<file path="src/rtl/alu_pkg.sv">
// Shared ALU definitions: control codes, datapath width and the registered response record.
package alu_pkg;

  localparam int XLEN = 32;

  localparam logic [3:0] ALU_ADD  = 4'b0000;
  localparam logic [3:0] ALU_SUB  = 4'b0001;
  localparam logic [3:0] ALU_AND  = 4'b0010;
  localparam logic [3:0] ALU_OR   = 4'b0011;
  localparam logic [3:0] ALU_XOR  = 4'b0100;
  localparam logic [3:0] ALU_SLL  = 4'b0101;
  localparam logic [3:0] ALU_SRL  = 4'b0110;
  localparam logic [3:0] ALU_SRA  = 4'b0111;
  localparam logic [3:0] ALU_SLT  = 4'b1000;
  localparam logic [3:0] ALU_SLTU = 4'b1001;

  typedef struct packed {
    logic [XLEN-1:0] result;
    logic            zero;
    logic            less;
  } alu_rsp_t;

endpackage

</file>
<file path="src/rtl/alu.sv">
// Combinational ALU; undefined control codes yield result 0 (zero=1) while less still reports signed a<b.
module alu
  import alu_pkg::*;
(
  input  logic [XLEN-1:0] a,
  input  logic [XLEN-1:0] b,
  input  logic [3:0]      ctrl,
  output alu_rsp_t        rsp
);

  logic [XLEN-1:0] res;

  always_comb begin
    res = '0;
    case (ctrl)
      ALU_ADD:  res = a + b;
      ALU_SUB:  res = a - b;
      ALU_AND:  res = a & b;
      ALU_OR:   res = a | b;
      ALU_XOR:  res = a ^ b;
      ALU_SLL:  res = a << b[4:0];
      ALU_SRL:  res = a >> b[4:0];
      ALU_SRA:  res = $signed(a) >>> b[4:0];
      ALU_SLT:  res = {{(XLEN-1){1'b0}}, $signed(a) < $signed(b)};
      ALU_SLTU: res = {{(XLEN-1){1'b0}}, a < b};
      default:  res = '0;
    endcase
  end

  always_comb begin
    rsp.result = res;
    rsp.zero   = (res == '0);
    rsp.less   = $signed(a) < $signed(b);
  end

endmodule

</file>
<file path="src/rtl/rr_arb2.sv">
// Two-way round-robin grant: a lone eligible requester always wins, a conflict goes to the one not granted last.
module rr_arb2 #(
  parameter int PRIO_INIT = 0
) (
  input  logic clk,
  input  logic rst,
  input  logic elig0,
  input  logic elig1,
  output logic gnt0,
  output logic gnt1
);

  // last_grant resets to the opposite of PRIO_INIT so the first conflict goes to PRIO_INIT
  localparam logic LAST_RST = (PRIO_INIT == 0) ? 1'b1 : 1'b0;

  logic last_grant_q, last_grant_d;

  always_comb begin
    gnt0 = elig0 && (!elig1 || last_grant_q);
    gnt1 = elig1 && (!elig0 || !last_grant_q);
    last_grant_d = last_grant_q;
    if (gnt1)      last_grant_d = 1'b1;
    else if (gnt0) last_grant_d = 1'b0;
  end

  always_ff @(posedge clk or posedge rst) begin
    if (rst) last_grant_q <= LAST_RST;
    else     last_grant_q <= last_grant_d;
  end

endmodule

</file>
<file path="src/rtl/alu_share_arbiter.sv">
// One ALU shared by two requesters, round-robin, response registered one cycle after acceptance and held until drained.
// Optional saturating grant/conflict counters are built when ALU_ARB_STATS_EN is defined.
module alu_share_arbiter
  import alu_pkg::*;
#(
  parameter int PRIO_INIT = 0,
  parameter int CNT_W     = 16
) (
  input  logic            clk,
  input  logic            reset,
  input  logic            req0_valid,
  output logic            req0_ready,
  input  logic [XLEN-1:0] req0_a,
  input  logic [XLEN-1:0] req0_b,
  input  logic [3:0]      req0_ctrl,
  output logic            rsp0_valid,
  input  logic            rsp0_ready,
  output logic [XLEN-1:0] rsp0_result,
  output logic            rsp0_zero,
  output logic            rsp0_less,
  input  logic            req1_valid,
  output logic            req1_ready,
  input  logic [XLEN-1:0] req1_a,
  input  logic [XLEN-1:0] req1_b,
  input  logic [3:0]      req1_ctrl,
  output logic            rsp1_valid,
  input  logic            rsp1_ready,
  output logic [XLEN-1:0] rsp1_result,
  output logic            rsp1_zero,
  output logic            rsp1_less
`ifdef ALU_ARB_STATS_EN
  ,
  output logic [CNT_W-1:0] stat_grant0,
  output logic [CNT_W-1:0] stat_grant1,
  output logic [CNT_W-1:0] stat_conflict
`endif
);

  if (CNT_W < 1) begin : g_bad_cnt_w
    $error("CNT_W must be at least 1");
  end

  logic            elig0, elig1, gnt0, gnt1;
  logic [XLEN-1:0] alu_a, alu_b;
  logic [3:0]      alu_ctrl;
  alu_rsp_t        alu_out;
  alu_rsp_t        rsp0_q, rsp0_d, rsp1_q, rsp1_d;
  logic            rsp0_vld_q, rsp0_vld_d, rsp1_vld_q, rsp1_vld_d;

  // A slot being drained this cycle is free for a new grant in the same cycle
  always_comb begin
    elig0 = req0_valid && (!rsp0_vld_q || rsp0_ready);
    elig1 = req1_valid && (!rsp1_vld_q || rsp1_ready);
  end

  rr_arb2 #(.PRIO_INIT(PRIO_INIT)) u_arb (
    .clk   (clk),
    .rst   (reset),
    .elig0 (elig0),
    .elig1 (elig1),
    .gnt0  (gnt0),
    .gnt1  (gnt1)
  );

  always_comb begin
    alu_a    = gnt1 ? req1_a    : req0_a;
    alu_b    = gnt1 ? req1_b    : req0_b;
    alu_ctrl = gnt1 ? req1_ctrl : req0_ctrl;
  end

  alu u_alu (
    .a    (alu_a),
    .b    (alu_b),
    .ctrl (alu_ctrl),
    .rsp  (alu_out)
  );

  always_comb begin
    rsp0_d     = gnt0 ? alu_out : rsp0_q;
    rsp1_d     = gnt1 ? alu_out : rsp1_q;
    rsp0_vld_d = gnt0 || (rsp0_vld_q && !rsp0_ready);
    rsp1_vld_d = gnt1 || (rsp1_vld_q && !rsp1_ready);
  end

  always_ff @(posedge clk or posedge reset) begin
    if (reset) begin
      rsp0_q     <= '0;
      rsp1_q     <= '0;
      rsp0_vld_q <= 1'b0;
      rsp1_vld_q <= 1'b0;
    end else begin
      rsp0_q     <= rsp0_d;
      rsp1_q     <= rsp1_d;
      rsp0_vld_q <= rsp0_vld_d;
      rsp1_vld_q <= rsp1_vld_d;
    end
  end

  always_comb begin
    req0_ready  = gnt0;
    req1_ready  = gnt1;
    rsp0_valid  = rsp0_vld_q;
    rsp0_result = rsp0_q.result;
    rsp0_zero   = rsp0_q.zero;
    rsp0_less   = rsp0_q.less;
    rsp1_valid  = rsp1_vld_q;
    rsp1_result = rsp1_q.result;
    rsp1_zero   = rsp1_q.zero;
    rsp1_less   = rsp1_q.less;
  end

`ifdef ALU_ARB_STATS_EN
  logic [CNT_W-1:0] cnt_g0_q, cnt_g0_d, cnt_g1_q, cnt_g1_d, cnt_cf_q, cnt_cf_d;

  // Counters stick at all-ones rather than wrapping
  always_comb begin
    cnt_g0_d = (gnt0 && !(&cnt_g0_q)) ? cnt_g0_q + CNT_W'(1) : cnt_g0_q;
    cnt_g1_d = (gnt1 && !(&cnt_g1_q)) ? cnt_g1_q + CNT_W'(1) : cnt_g1_q;
    cnt_cf_d = (elig0 && elig1 && !(&cnt_cf_q)) ? cnt_cf_q + CNT_W'(1) : cnt_cf_q;
  end

  always_ff @(posedge clk or posedge reset) begin
    if (reset) begin
      cnt_g0_q <= '0;
      cnt_g1_q <= '0;
      cnt_cf_q <= '0;
    end else begin
      cnt_g0_q <= cnt_g0_d;
      cnt_g1_q <= cnt_g1_d;
      cnt_cf_q <= cnt_cf_d;
    end
  end

  always_comb begin
    stat_grant0   = cnt_g0_q;
    stat_grant1   = cnt_g1_q;
    stat_conflict = cnt_cf_q;
  end
`endif

endmodule

</file>
<file path="config.mk">
export PLATFORM = sky130hd
export DESIGN_NAME = alu_share_arbiter
export DESIGN_NICKNAME = d
export VERILOG_FILES = /design/src/rtl/alu_pkg.sv /design/src/rtl/alu.sv /design/src/rtl/rr_arb2.sv /design/src/rtl/alu_share_arbiter.sv
export SDC_FILE = /design/constraint.sdc
export NUM_CORES = 1
export LEC_CHECK = 0
export BUFFER_PORTS_ARGS = -buffer_cell sky130_fd_sc_hd__buf_2
export CAP_MARGIN = 20
export CORE_UTILIZATION = 26
export CTS_CLUSTER_SIZE = 12
export DETAILED_ROUTE_END_ITERATION = 12
export PLACE_DENSITY = 0.45
export RECOVER_POWER = 100
export REMOVE_ABC_BUFFERS = 1
export SYNTH_ARGS = -nofsm -noshare
export SYNTH_HDL_FRONTEND = slang
export SYNTH_HIERARCHICAL = 1
export SYNTH_SLANG_ARGS = --single-unit
</file>
<file path="constraint.sdc">
create_clock -name clk -period 7.9 [get_ports clk]
set_clock_uncertainty 0.15 [all_clocks]
set_input_delay 2.37 -clock clk [delete_from_list [all_inputs] [get_ports clk]]
set_output_delay 2.37 -clock clk [all_outputs]
set_load 0.1 [all_outputs]
</file>
Yosys cells after proc, flatten, opt, wreduce, memory -nomap -nowiden
Index checks and enable logic that the tools add are counted.
- word-level logic and storage cells: 56
- input bits: 142
- register bits after elaboration: 71
- mux-type cells: 6
- magnitude comparators: 2
- bitwise operators: 3
- reduce and logical (&&, ||, !) cells: 22
- add/sub/neg operators: 2
- equality and inequality tests: 9
- shift-type cells: 3
- operator list (operator ; number):
    32-bit one-hot mux with 10 select lines ; 1
    32-bit < comparator ; 2
    32-bit two-way mux ; 2
    32-bit adder ; 1
    32-bit bitwise AND ; 1
    32-bit logical NOT ; 1
    32-bit OR ; 1
    32-bit by 5-bit left shift with 32-bit output ; 1
    32-bit by 5-bit >> shifter with 32-bit output ; 1
    32-bit by 5-bit >>> shifter with 32-bit output ; 1
    32-bit subtractor ; 1
    32-bit XOR ; 1
    4-bit by 3-bit == test with 1-bit output (second input constant) ; 4
    4-bit by 2-bit == test with 1-bit output (second input constant) ; 2
    4-bit == test (second input constant) ; 2
    1-bit logical NOT ; 7
    1-bit logical AND ; 6
    1-bit logical OR ; 6
    4-bit by 1-bit == test with 1-bit output (second input constant) ; 1
    4-bit logical NOT ; 1
    4-bit two-way mux ; 1
    1-bit two-way mux ; 2
    2-bit nonzero test ; 1

Depth between registers and ports, before layout
- depth in word-level cells: 10
- gate-level depth with buffers: 25

Hierarchy
The synthesis kept the hierarchy.
- by module, submodules not included (module ; times used ; cells each ; seq. area each (um^2) ; area each (um^2)):
    alu ; 1 ; 1495 ; 0.0 ; 10203.5
    alu_share_arbiter ; 1 ; 228 ; 1751.7 ; 3453.3
    rr_arb2 ; 1 ; 7 ; 26.3 ; 57.6

Worst setup path after synthesis
OpenSTA, ideal clock, no wires.
- path kind: input to register
- start point: in rsp0_ready
- end point: reg rsp0_q, in the netlist rsp0_zero
- data required time: 7681 ps
- setup slack: -3243 ps
- arrival time: 10923 ps
- cell stages on the path: 25
- buffers on the path: 7
- cells stage by stage: nand2b_1 and2_1 a21boi_0 buf_4 buf_6 mux2_2 buf_2 buf_4 inv_1 clkbuf_1 buf_1 ha_1 clkbuf_1 o21ba_2 nor4_2 o21ai_0 and4_1 or3_1 a221o_1 or4_1 or4_1 or4b_1 nor4_1 and4b_1 mux2_2
- RTL lines (what ; RTL line ; text):
    from (decl) ; alu_share_arbiter.sv:17 ; input logic rsp0_ready,
    to (signal assigned) ; alu_share_arbiter.sv:92 ; rsp0_q <= rsp0_d;
    to (decl) ; alu_share_arbiter.sv:47 ; alu_rsp_t rsp0_q, rsp0_d, rsp1_q, rsp1_d;

==> results.md <==
| Stage | Item | This run |
|:---|:---|:---|
| outcome | Outcome | finished with violations |
| outcome | Failing checks | max-capacitance violations, max-slew violations |
| logic synthesis | Synth warn | 6 |
| clocking | TritonCTS clock tree | done |
| global route | Wire length of the first global-routing pass | 118000 µm |
| logic synthesis | Number of standard cells after synthesis | 1730 |
| logic synthesis | Ys async rst share | 100% |
| critical path | Required time of the worst setup path | 8.04 ns |
| critical path | Crit path capture | rsp1_zero$_DFFE_PP0P_ |
| critical path | Capture point of the worst reg-to-reg path | rsp1_zero$_DFFE_PP0P_ |
| critical path | Kind of launch point of the worst setup path | primary input |
| critical path | Number of cells on the worst reg-to-reg path | 21 |
| clocking | Root buffer cell | sky130_fd_sc_hd__clkbuf_16 |
| power | Largest vdd supply drop | 0.254 mV |
| hold path | Worst Hold Class | flip-flop to flip-flop |
| critical path | Buffering stage count on the worst path with inverters included | 6 |
| logic synthesis | Number of unique standard cell types used by synthesis | 89 |
| sta | Tightest slew margin relative to the limit | -156% |
| logic synthesis | Average instance area after synthesis | 7.93 µm² |
| global route | GRT Overall Usage | 29.7% |
| clocking | Buffers from clock root to sink, at most | 2 |
| clocking | H-tree levels | 3 |
| power | Pwr Density | 268 mW/mm² |
| route | Routed vias | 17300 |
| power | Total power | 5.30 mW |
| critical path | Gate family responsible for the most delay along the worst path | simple AND/OR/NAND/NOR gates |
| placement | Last weighted congestion value of the routability-driven placer | 1.04 |
| global route | Maximum number of pins on one net before global-route repair | 71 |
| route | Routed vias/inst | 5.70 |
| logic synthesis | Primary FF master, synth | sky130_fd_sc_hd__dfrtp_1 |
| placement | Dpl hpwl | 67700 µm |
| finish | # diodes | 0 |
| critical path | Crit path max-delay cell type | sky130_fd_sc_hd__or4b_4 |
| critical path | Critical path peak fanout | 7 |
| sta | Post-layout minimum cycle time | 7.79 ns |
| finish | Most frequent standard cell in the layout excluding fill and tap cells | sky130_fd_sc_hd__buf_4 |
| finish | Final Net Count | 2596 |
| route | Routed Wire Length | 80800 µm |
| finish | Most used cells in the layout excluding fill and tap cells | 517 x sky130_fd_sc_hd__buf_4, 157 x sky130_fd_sc_hd__mux2_2, 146 x sky130_fd_sc_hd__nor2_1 |
| finish | Area delta synth->final | 44.3% |
| route | Drt first-iter violations | 1737 |
| critical path | Critical Path Source | rsp0_ready |
| sta | Pins Over Slew Limit | 71 |
| finish | Ratio of cells with drive above 1 in the final layout | 41.4% |
| clocking | Clock-pin slew on the worst setup and hold paths | 0.06 ns |
| die | Standard cell core area | 0.0517 mm² |
| global route | Global Route met2 Usage | 48.9% |
| clocking | Clock net sink count | 71 |
| global route | Layer carrying the most global-route usage | met2 |
| global route | Met3 capacity usage during global routing | 3.09% |
| die | Boundary pin count | 214 |
| placement | Placed instance area | 0.0191 mm² |
| die | Die H | 232 µm |
| logic synthesis | Number of synthesized flops with an enable pin | 0 |
| sta | Final Setup Violations | 0 |
| route | Per-cell routed wire length | 26.6 µm |
| logic synthesis | Number of synthesized register bits | 71 |
| sta | Part of the cycle the worst path needs | 98.6% |
| critical path | Cell-by-cell listing of the critical path | buf_2 > nand2b_1 > and2_4 > a21boi_4 > buf_12 > buf_12 > buf_4 > mux2_2 > mux2_2 > mux4_2 > nand2_1 > nand4b_1 > buf_4 > or3_1 > a221o_1 > or4_1 > or4_4 > or4b_4 > nor4_4 > buf_4 > and4b_1 > mux2_2 |
| power | Leakage power summed over all cells | 9.00 nW |
| critical path | Endpoint class of the critical path | flip-flop |
| sta | Timing-limited maximum frequency | 128 MHz |
| clocking | Worst-Skew Late Latency | 0.36 ns |
| critical path | Setup slack of the worst register-to-register path | 1.88 ns |
| die | Effective utilization at floorplan | 26.5% |
| global route | Global route overflow | 0 |
| route | Residual DRC count | 0 |
| run | Reported max-cap violation count | 1 |
| die | Die width | 232 µm |
| sta | Slew at the pin closest to its max-slew limit | 3.84 ns |
| die | Die footprint | 0.0537 mm² |
| sta | Worst hold margin | 0.354 ns |
| route | Antenna-violating nets left | 0 |
| logic synthesis | Portion of the post-synthesis area used by sequential elements | 13.0% |
| critical path | Data arrival time of the critical path | 7.93 ns |
| die | Num rows | 83 |
| critical path | Path length in cells of the critical path | 22 |
| critical path | Slowest Stage Delay on Critical Path | 0.54 ns |
| sta | Total negative slack | 0 ns |
| placement | Count of input and output buffers | 213 |
| critical path | Category of the most critical setup path | primary input to flip-flop |
| global route | Grt met1 use | 40.6% |
| route | DR pass1 iterations | 6 |
| critical path | Launching point of the worst reg2reg path | rsp1_valid$_DFF_PP0_ |
| global route | Vias in the first global route | 16800 |
| logic synthesis | Netlist area before placement | 0.0137 mm² |
| global route | Antenna violations before repair | 2 |
| clocking | Count of hold buffers inserted by post-cts repair | 0 |
| sta | Number of failing hold endpoints at the final stage | 0 |
| clocking | Number of clock buffers inserted by TritonCTS | 9 |
| finish | Non-Filler Cell Area, Final | 0.0198 mm² |
==> state kept, by name, summed over array words and instances (netlist names) <==
register,count
u_arb/last_grant_q,1
rsp0_less,1
rsp1_result,32
rsp0_zero,1
rsp0_result,32
rsp1_valid,1
rsp1_less,1
rsp0_valid,1
rsp1_zero,1
==> power breakdown <==
part / internal (mW) / total, mW / switching, mW
clock network: 0.253 / 0.413 / 0.160
registers: 0.525 / 0.609 / 0.0841
logic: 1.40 / 4.28 / 2.88
==> through the flow <==
stage / setup slack, ns / cells / utilization, %
3_5_place_dp: -1.22 / 3016 / 37.0
5_1_grt: -0.0342 / 3039 / 38.3
3_3_place_gp: -1.30 / 3016 / 37.0
6_report: 0.114 / 3039 / 38.3
4_1_cts: 0.00835 / 3032 / 37.8
2_1_floorplan: -11.65 / 1586 / -
==> how the worst min path moves through the flow <==
stage                                        start                              to  slack, ns  cells after the start
finish                  rsp0_result[6]$_DFFE_PP0P_      rsp0_result[6]$_DFFE_PP0P_       0.35                      1
global placement       rsp1_result[25]$_DFFE_PP0P_     rsp1_result[25]$_DFFE_PP0P_       0.34                      1
detailed placement     rsp0_result[23]$_DFFE_PP0P_     rsp0_result[23]$_DFFE_PP0P_       0.34                      1
global route           rsp0_result[25]$_DFFE_PP0P_     rsp0_result[25]$_DFFE_PP0P_       0.37                      1
CTS                    rsp0_result[20]$_DFFE_PP0P_     rsp0_result[20]$_DFFE_PP0P_       0.35                      1
floorplan           u_arb/last_grant_q$_DFFE_PP1P_  u_arb/last_grant_q$_DFFE_PP1P_       0.34                      2
==> layout make-up <==
cell class | instances | area (µm²)
clock buffer | 13 | 250
clock inverter | 3 | 43.8
fill | 5604 | 31900
inverter | 101 | 379
multi-input combinational | 1414 | 11300
sequential | 71 | 1780
tap | 680 | 851
timing repair buffer | 757 | 5190
==> synth_stat cells, types with 8 or more instances <==
cell type,instances,area (µm²)
sky130_fd_sc_hd__mux2_2,166,1870
sky130_fd_sc_hd__nor2_1,147,552
sky130_fd_sc_hd__nand2_1,133,499
sky130_fd_sc_hd__a21oi_1,111,556
sky130_fd_sc_hd__o21ai_0,108,541
sky130_fd_sc_hd__ha_1,98,1230
sky130_fd_sc_hd__inv_1,97,364
sky130_fd_sc_hd__clkbuf_1,88,330
sky130_fd_sc_hd__dfrtp_1,70,1750
sky130_fd_sc_hd__mux2i_1,51,510
sky130_fd_sc_hd__mux4_2,45,1010
sky130_fd_sc_hd__nand3_1,43,215
sky130_fd_sc_hd__nor3_1,37,185
sky130_fd_sc_hd__o211ai_1,27,203
sky130_fd_sc_hd__a211oi_1,24,180
sky130_fd_sc_hd__nand4_1,23,144
sky130_fd_sc_hd__a22oi_1,21,158
sky130_fd_sc_hd__nor4_1,21,131
sky130_fd_sc_hd__a21o_1,20,150
sky130_fd_sc_hd__buf_1,20,75.1
sky130_fd_sc_hd__a31oi_1,19,119
sky130_fd_sc_hd__buf_2,19,95.1
sky130_fd_sc_hd__nor2b_1,18,113
sky130_fd_sc_hd__o31ai_1,18,135
sky130_fd_sc_hd__nand2b_1,17,106
sky130_fd_sc_hd__o22ai_1,14,87.6
sky130_fd_sc_hd__a221oi_1,13,114
sky130_fd_sc_hd__or3_1,12,75.1
sky130_fd_sc_hd__xnor2_1,12,105
sky130_fd_sc_hd__buf_6,11,124
sky130_fd_sc_hd__o211a_1,11,110
sky130_fd_sc_hd__o221ai_1,10,87.6
sky130_fd_sc_hd__o2111ai_1,9,78.8
sky130_fd_sc_hd__o21bai_1,9,67.6
sky130_fd_sc_hd__or4_1,9,67.6
sky130_fd_sc_hd__a2111oi_0,8,70.1
sky130_fd_sc_hd__a211o_1,8,70.1
==> what timing repair did <==
item	in CTS	in global routing
buffers inserted	0	6
resized for setup	16	75
gates cloned	0	1
setup endpoints to repair	2	2
pin swaps	1	19
==> metal layers <==
layer  wire [µm]  part of all wire, %  vias to the layer above
li1            -                    -                     7792
met1       35600                   44                     8625
met2       37600                   47                      778
met3        4970                  6.1                      129
met4        2650                  3.3                        2
met5          13                0.016                        -
==> cell families (layout without fill, tap and decap cells) <==
family,after synthesis,count (layout),share of synthesized area [%]
DFF,71,71,13.0
and+or+nand+nor,519,519,18.6
xor gates and xnor gates,15,15,0.958
muxes,264,264,24.9
AOI/OAI and AO/OA,516,516,25.6
adders and majority gates,100,100,9.23
buffers and inverters,245,874,7.63
(Power assumes the default switching activity.)
